==> config.mk <==
export PLATFORM = sky130hd
export DESIGN_NAME = mac_seq_ctrl
export DESIGN_NICKNAME = d
export VERILOG_FILES = /design/src/rtl/mac_pkg.sv /design/src/rtl/mac_iter_cnt.sv /design/src/rtl/mac_seq_ctrl.sv
export SDC_FILE = /design/constraint.sdc
export NUM_CORES = 1
export LEC_CHECK = 0
export ABC_AREA = 1
export BUFFER_PORTS_ARGS = -buffer_cell sky130_fd_sc_hd__buf_2
export CORE_MARGIN = 1
export CORE_UTILIZATION = 41
export CTS_BUF_LIST = sky130_fd_sc_hd__clkbuf_2
export DETAILED_ROUTE_END_ITERATION = 12
export PLACE_DENSITY = 0.69
export SLEW_MARGIN = 30
export SYNTH_ARGS = -nofsm -noshare
export SYNTH_HDL_FRONTEND = slang
export SYNTH_SLANG_ARGS = --single-unit
==> constraint.sdc <==
create_clock -name CLK -period 1.15 [get_ports CLK]
set_clock_uncertainty 0.05 [all_clocks]
set_input_delay 0.1725 -clock CLK [delete_from_list [all_inputs] [get_ports CLK]]
set_output_delay 0.1725 -clock CLK [all_outputs]
set_load 0.05 [all_outputs]
==> src/rtl/mac_pkg.sv <==
// Shared definitions for the shift-add MAC sequencer and its datapath mux cells.
// Holds the sequencer state encoding and the product-register mux select codes.
package mac_pkg;

  typedef enum logic [2:0] {
    ST_IDLE  = 3'd0,
    ST_LOAD  = 3'd1,
    ST_CALC  = 3'd2,
    ST_ACCUM = 3'd3,
    ST_DONE  = 3'd4
  } state_t;

  localparam logic [1:0] SEL_HOLD  = 2'b00;
  localparam logic [1:0] SEL_LOAD  = 2'b01;
  localparam logic [1:0] SEL_SHIFT = 2'b10;
  localparam logic [1:0] SEL_ADDSH = 2'b11;

endpackage

==> src/rtl/mac_iter_cnt.sv <==
// Iteration counter for the MAC sequencer: counts 0..WIDTH-1 while enabled, wraps to 0 after tc.
// One-cycle update latency; no flow control, clear has priority over enable.
module mac_iter_cnt #(
  parameter int WIDTH = 8,
  parameter int IW    = $clog2(WIDTH + 1)
) (
  input  logic          clk,
  input  logic          rst_n,
  input  logic          clr,
  input  logic          en,
  output logic [IW-1:0] count,
  output logic          tc
);

  assign tc = (count == IW'(WIDTH - 1));

  // Wrapping on tc keeps the count at 0 once the sequencer leaves CALC.
  always_ff @(posedge clk) begin
    if (!rst_n || clr) begin
      count <= '0;
    end else if (en) begin
      count <= tc ? '0 : count + 1'b1;
    end
  end

endmodule

==> src/rtl/mac_seq_ctrl.sv <==
// Sequencer for the shift-add MAC datapath: LOAD, WIDTH shift/add iterations, ACCUM, DONE.
// Start-to-done latency WIDTH+3 cycles; start is accepted only while ready, never queued.
module mac_seq_ctrl
  import mac_pkg::*;
#(
  parameter int WIDTH = 8,
  parameter int CNT_W = 8,
  localparam int IW   = $clog2(WIDTH + 1)
) (
  input  logic             CLK,
  input  logic             CLR,
  input  logic             start,
  input  logic             acc_clr_req,
  input  logic             b_lsb,
  output logic             ready,
  output logic             busy,
  output logic [1:0]       prod_sel,
  output logic             acc_we,
  output logic             acc_clr,
  output logic             done,
  output logic [IW-1:0]    iter,
  output logic [CNT_W-1:0] mac_count
);

  state_t state_q;
  state_t state_d;
  logic   iter_tc;
  logic   iter_en;

  assign iter_en = (state_q == ST_CALC);

  mac_iter_cnt #(
    .WIDTH (WIDTH),
    .IW    (IW)
  ) u_iter_cnt (
    .clk   (CLK),
    .rst_n (CLR),
    .clr   (!iter_en),
    .en    (iter_en),
    .count (iter),
    .tc    (iter_tc)
  );

  always_ff @(posedge CLK) begin
    if (!CLR) begin
      state_q <= ST_IDLE;
    end else begin
      state_q <= state_d;
    end
  end

  always_comb begin
    state_d  = state_q;
    ready    = 1'b0;
    busy     = 1'b0;
    prod_sel = SEL_HOLD;
    acc_we   = 1'b0;
    acc_clr  = 1'b0;
    done     = 1'b0;
    case (state_q)
      ST_IDLE: begin
        ready   = 1'b1;
        acc_clr = acc_clr_req;
        // A clear request takes the cycle; the requester keeps start asserted.
        if (start && !acc_clr_req) begin
          state_d = ST_LOAD;
        end
      end
      ST_LOAD: begin
        busy     = 1'b1;
        prod_sel = SEL_LOAD;
        state_d  = ST_CALC;
      end
      ST_CALC: begin
        busy     = 1'b1;
        prod_sel = b_lsb ? SEL_ADDSH : SEL_SHIFT;
        if (iter_tc) begin
          state_d = ST_ACCUM;
        end
      end
      ST_ACCUM: begin
        busy    = 1'b1;
        acc_we  = 1'b1;
        state_d = ST_DONE;
      end
      ST_DONE: begin
        busy    = 1'b1;
        done    = 1'b1;
        state_d = ST_IDLE;
      end
      default: begin
        state_d = ST_IDLE;
      end
    endcase
  end

  always_ff @(posedge CLK) begin
    if (!CLR || acc_clr) begin
      mac_count <= '0;
    end else if (state_q == ST_DONE && mac_count != {CNT_W{1'b1}}) begin
      mac_count <= mac_count + 1'b1;
    end
  end

endmodule
== Yosys cells after proc, flatten, opt, wreduce, memory -nomap -nowiden ==
Index checks and enable logic that the tools add are counted.
Widths: inputs -> output; s select.

* Bits in registers: 15
* Output and inout port bits: 19
* Logic and storage cells: 34

* Equality and inequality tests: 8
* Muxes and demuxes: 11
* Reduce and logical (&&, ||, !) cells: 10
* Add/subtract/negate cells: 2

{| class="wikitable"
|+ Operators with widths
! kind !! number
|-
| $pmux 3 s4 || 1
|-
| $add 8x1->8 const B || 1
|-
| $ne 8x8->1 const B || 1
|-
| $eq 3x2->1 const B || 2
|-
| $mux 1 || 6
|-
| $mux 3 || 2
|-
| $add 4x1->4 const B || 1
|-
| $eq 4x3->1 const B || 1
|-
| $mux 4 || 1
|-
| $pmux 2 s2 || 1
|-
| $reduce_or 4->1 || 1
|-
| $eq 3x1->1 const B || 1
|-
| $eq 3x3->1 const B || 1
|-
| $logic_not 1->1 || 3
|-
| $logic_not 3->1 || 1
|-
| $logic_and 1x1->1 || 2
|-
| $logic_or 1x1->1 || 2
|-
| $ne 2x1->1 const B || 1
|-
| $ne 2x2->1 const B || 1
|-
| $reduce_and 2->1 || 1
|}

== Longest topological paths before layout ==
* Depth after elaboration: 4
* Mapped depth: 8
* Depth with buffers taken out: 8

== Hierarchy ==
A second synthesis with hierarchy kept.

* Cell total of the unflattened synthesis: 123
* Area, all modules: 817.0 um^2

{| class="wikitable"
|+ By module, submodules not included
! module !! area each (um^2) !! sequential area each (um^2) !! instances !! cells each
|-
| mac_seq_ctrl || 623.1 || 220.2 || 1 || 96
|-
| mac_iter_cnt || 193.9 || 80.1 || 1 || 27
|}

== Worst setup path after synthesis ==
Ideal clock, no wire load.

* Kind: flip-flop to flip-flop
* Start point: register mac_count[0]
* End point: register mac_count[3]
* Setup slack: -508 ps
* Data required time: 1034 ps
* Setup time: 66 ps
* Arrival time: 1542 ps
* Cell stages (with the launch flop): 8
* Cell sequence: dfxtp_1 -> ha_1 -> nand2_2 -> nor2_1 -> nand2_4 -> nand2_1 -> nand2_1 -> a21oi_2

* Word-level cells in the longest chain between the ends: 2

{| class="wikitable"
|+ Ends and longest elaborated chain
! element !! line !! text
|-
| start: declaration || mac_seq_ctrl.sv:22 || <nowiki>output logic [CNT_W-1:0] mac_count</nowiki>
|-
| start signal: assignment || mac_seq_ctrl.sv:101 || <nowiki>mac_count <= mac_count + 1'b1;</nowiki>
|-
| parallel branches: the longest is 2 deep, another holds $add 8x1->8 || -- ||
|}

Several ways; the timed one is not identified.
A chain may end at the register's enable or synchronous reset.

== Worst setup path after layout ==
* Start point: register state_q[2]
* End point: output port prod_sel[0]

* Word-level cells in the longest chain between the ends: 2

{| class="wikitable"
|+ Ends and longest elaborated chain
! element !! line !! text
|-
| start: declaration || mac_seq_ctrl.sv:25 || <nowiki>state_t state_q;</nowiki>
|-
| start signal: assignment || mac_seq_ctrl.sv:48 || <nowiki>state_q <= state_d;</nowiki>
|-
| $eq 3x2->1 or $eq 3x1->1 (tied branches) || mac_seq_ctrl.sv:60 || <nowiki>case (state_q)</nowiki>
|-
| $pmux 2 s2 * || mac_seq_ctrl.sv:60 ||
|-
| end: declaration || mac_seq_ctrl.sv:17 || <nowiki>output logic [1:0] prod_sel,</nowiki>
|}

Mark *: on every way between the ends. The rest lies on a longest branch, timed or not.

==> flow_metrics.py <==
metrics = {
    "placement": {
        "port_buffers": 23,
        "dp.cells": 173,
        "routabilityCongestion": 0.783,
        "dp_hpwl_um": 1440,
        "pre_cts_ws_ps": -153,
        "dpl_cell_area_um2": 1120,
    },
    "timing": {
        "final_hold_viol_count": 0,
        "slew_viol_final": 0,
        "finalCritPeriodShare_pct": 132,
        "worst_pin_slew_ps": 277,
        "period_minus_slack_ps": 1510,
        "setup_viol": 22,
        "slew_headroom_pct": 81.5,
        "rsz0062_at_grt": "true",
        "tns_ps": -3270,
        "max_freq_ghz": 0.660,
        "fin_ws_ps": -365,
    },
    "hold_path": {
        "holdPathEnd": "mac_count[0]$_SDFFE_PP0P_",
        "hp-class": "input pin to flip-flop",
        "min-delay-start": "CLR",
        "worstHoldPathCells": 3,
    },
    "drt": {
        "drc": 0,
        "wirelength_um": 2430,
        "postRouteAntennaNets": 0,
        "top_layer": "met4",
        "vias_per_cell": 4.89,
        "wl_met3_um": 89,
        "wl_met1_um": 1010,
        "wl_per_cell_um": 12.9,
        "wl_met2_um": 1290,
        "drtIter0Drc": 24,
        "dr.pass1.iters": 4,
        "num_vias": 919,
    },
    "power_and_ir_drop": {
        "combPwrFrac_pct": 51.9,
        "power.net_switching_w": 0.000721,
        "p_leak_nw": 0.657,
        "pwr-share-clk_pct": 15.8,
        "irDropWorstVdd_v": 0.000984,
        "p_int_w": 0.00101,
        "switching_share_pct": 41.6,
        "p_per_area_nw_per_um2": 1190,
        "pwr-share-seq_pct": 32.2,
    },
    "die": {
        "row_count": 15,
        "die_w_um": 45.8,
        "dieArea_um2": 2100,
        "io_pins": 24,
        "start_util_pct": 44.6,
        "coreArea_um2": 1760,
        "die_y_um": 45.8,
    },
    "worst_setup_path": {
        "worst-endpoint-arrival_ps": 1290,
        "required_ps": 930,
        "cp_num_buf_inv": 4,
        "cp-end-kind": "output port",
        "reg2reg_to": "mac_count[6]$_SDFFE_PP0P_",
        "crit_chain": "inv_2 -> nand2_4 -> inv_4 -> nand2_4 -> clkinv_4 -> nand2_4 -> nand2_4 -> buf_8",
        "critPathMaxStageDelay_ps": 380,
        "worstSetupPathType": "flip-flop to output port",
        "crit_top_cell": "nand2_4",
        "r2r-start": "state_q[0]$_SDFFE_PN0P_",
        "start_kind": "flip-flop",
        "crit_slowest_cell": "dfxtp_2",
        "critPathMaxFanout": 3,
        "rr_worst_depth": 9,
        "reg2reg_slack_ps": -150,
        "path_delay_family": "flip-flops",
    },
    "synth": {
        "synth_edf_count": 0,
        "syn_avg_cell_area_um2": 6.96,
        "synth_async_sr_flop_share_pct": 0,
        "synth.area.top_cells": "dfxtp_1 (38%), nand2_1 (10%), nor2_1 (8.6%)",
        "synth_common_cells": "nand2_1 (22), nor2_1 (18), dfxtp_1 (15), inv_1 (14), nand3_1 (10)",
        "synth_nets": 120,
        "syn_inst": 113,
        "ys_types": 22,
        "ys_warn_count": 0,
        "yosysTopAreaCellShare_pct": 38.2,
        "synth-seq-cells": 15,
        "yosysSeqAreaShare_pct": 38.2,
        "dominantRegCellSynth": "dfxtp_1",
        "netlist_area_um2": 787,
        "synth_largest_area_cell": "dfxtp_1",
        "yosysMostFrequentCell": "nand2_1",
    },
    "final_layout": {
        "fillCellCount": 117,
        "post-route-util_pct": 82.2,
        "seqCellArea_um2": 332,
        "final_nets": 171,
        "multi_input_area_um2": 564,
        "final_cells": 188,
        "drive_gt1_share_pct": 65.6,
        "area_growth_pct": 84.3,
        "diodes": 0,
        "final_area_um2": 1450,
    },
    "status": {
        "outcome": "complete, but fails checks",
        "violations": "negative setup slack",
    },
    "global_routing": {
        "grt_pass1_wl_um": 3630,
        "grt_pass1_vias": 802,
        "grt_max_degree": 9,
        "grt_util_all_layers_pct": 24.3,
        "overflow": 0,
        "antenna_found_initial": 0,
    },
    "cts": {
        "cts_tree": "done",
        "clock-sinks": 15,
        "numCtsBuffers": 3,
        "ctsHtreeMaxLevel": 1,
        "cts.clk_slew.worst_paths_ps": 150,
        "clock_latency_ps": 290,
        "cts_root_buffer": "clkbuf_2",
        "clockBufferDepth": 2,
    },
    "run": {
        "cap_violations": 0,
    },
}
metrics by stage:
step	hold slack, ps	total power [W]
final	108	0.00173
after global routing	110	0.00180
after CTS	101	0.00167
after detailed placement	378	0.00118
after global placement	376	0.00117
after floorplan	281	0.000992
final cells by class:
class | instances | share of cell area, %
sequential | 15 | 22.9
clock buffer | 4 | 1.38
multi-input combinational | 79 | 38.9
inverter | 19 | 5.87
timing repair buffer | 46 | 28.8
tap | 25 | 2.16
worst max-delay path by stage:
stage	cells after the start	endpoint	slack [ps]	start
final	8	prod_sel[0]	-360	state_q[2]$_SDFFE_PN0P_
after global routing	8	prod_sel[0]	-410	state_q[2]$_SDFFE_PN0P_
after CTS	8	prod_sel[0]	-290	state_q[2]$_SDFFE_PN0P_
after detailed placement	8	prod_sel[0]	-150	state_q[2]$_SDFFE_PN0P_
after global placement	8	prod_sel[0]	-120	state_q[2]$_SDFFE_PN0P_
after floorplan	5	acc_clr	-170	state_q[2]$_SDFFE_PN0P_
power groups by stage:
stage	clock, W	sequential [W]	combinational [W]
2_1_floorplan	0	0.000587	0.000404
3_3_place_gp	0	0.000564	0.000606
3_5_place_dp	0	0.000565	0.000615
4_1_cts	0.000277	0.000555	0.000842
5_1_grt	0.000300	0.000560	0.000943
6_report	0.000275	0.000558	0.000900
state kept, by name, indices dropped and copies added (netlist names):
name / flops
mac_count: 8
u_iter_cnt.count: 4
state_q: 3
worst reg2reg max path, stage by stage, from the launching register on:
cell      delay [ps]
dfxtp_2          360
inv_2             70
buf_4            120
nand2_4           50
nor2_4           110
buf_6            140
nand2_1           60
o21bai_1         140
nand2_1           60
nor2_1            80
routing by layer:
layer	GRT usage, %	vias up
met5	0	-
met1	31.4	426
met3	2.38	6
met2	41.7	28
met4	8.82	0
li1	-	459
cells by family (layout without fill, tap and decap cells):
family / Yosys count / in the layout / synth area share [%]
adders and majority gates: 2 / 2 / 3.18
buffers and inverters: 19 / 69 / 9.06
AOI/OAI and AO/OA: 11 / 11 / 8.74
DFF: 15 / 15 / 38.2
and+or+nand+nor: 66 / 66 / 40.9
timing repair:
item                                    4_1_cts  5_1_grt
cloned                                        0        0
gates resized for setup                      53       17
buffers inserted                             10        3
endpoints found under the setup margin       31       25
pin swaps                                     8       15
hold buffers                                  0        0
cell usage in the layout, fill, tap and decap left out, drive strengths merged:
| cell | n |
|---|---|
| nand3b | 1 |
| ha | 2 |
| nand2 | 29 |
| clkinvlp | 1 |
| nand3 | 11 |
| dfxtp | 15 |
| o21ai | 4 |
| a31oi | 1 |
| buf | 45 |
| a21oi | 4 |
| clkbuf | 5 |
| inv | 17 |
| nor3 | 3 |
| clkinv | 1 |
| o21bai | 2 |
| nor2 | 22 |
Note: power is estimated with default switching activity, not from simulation.
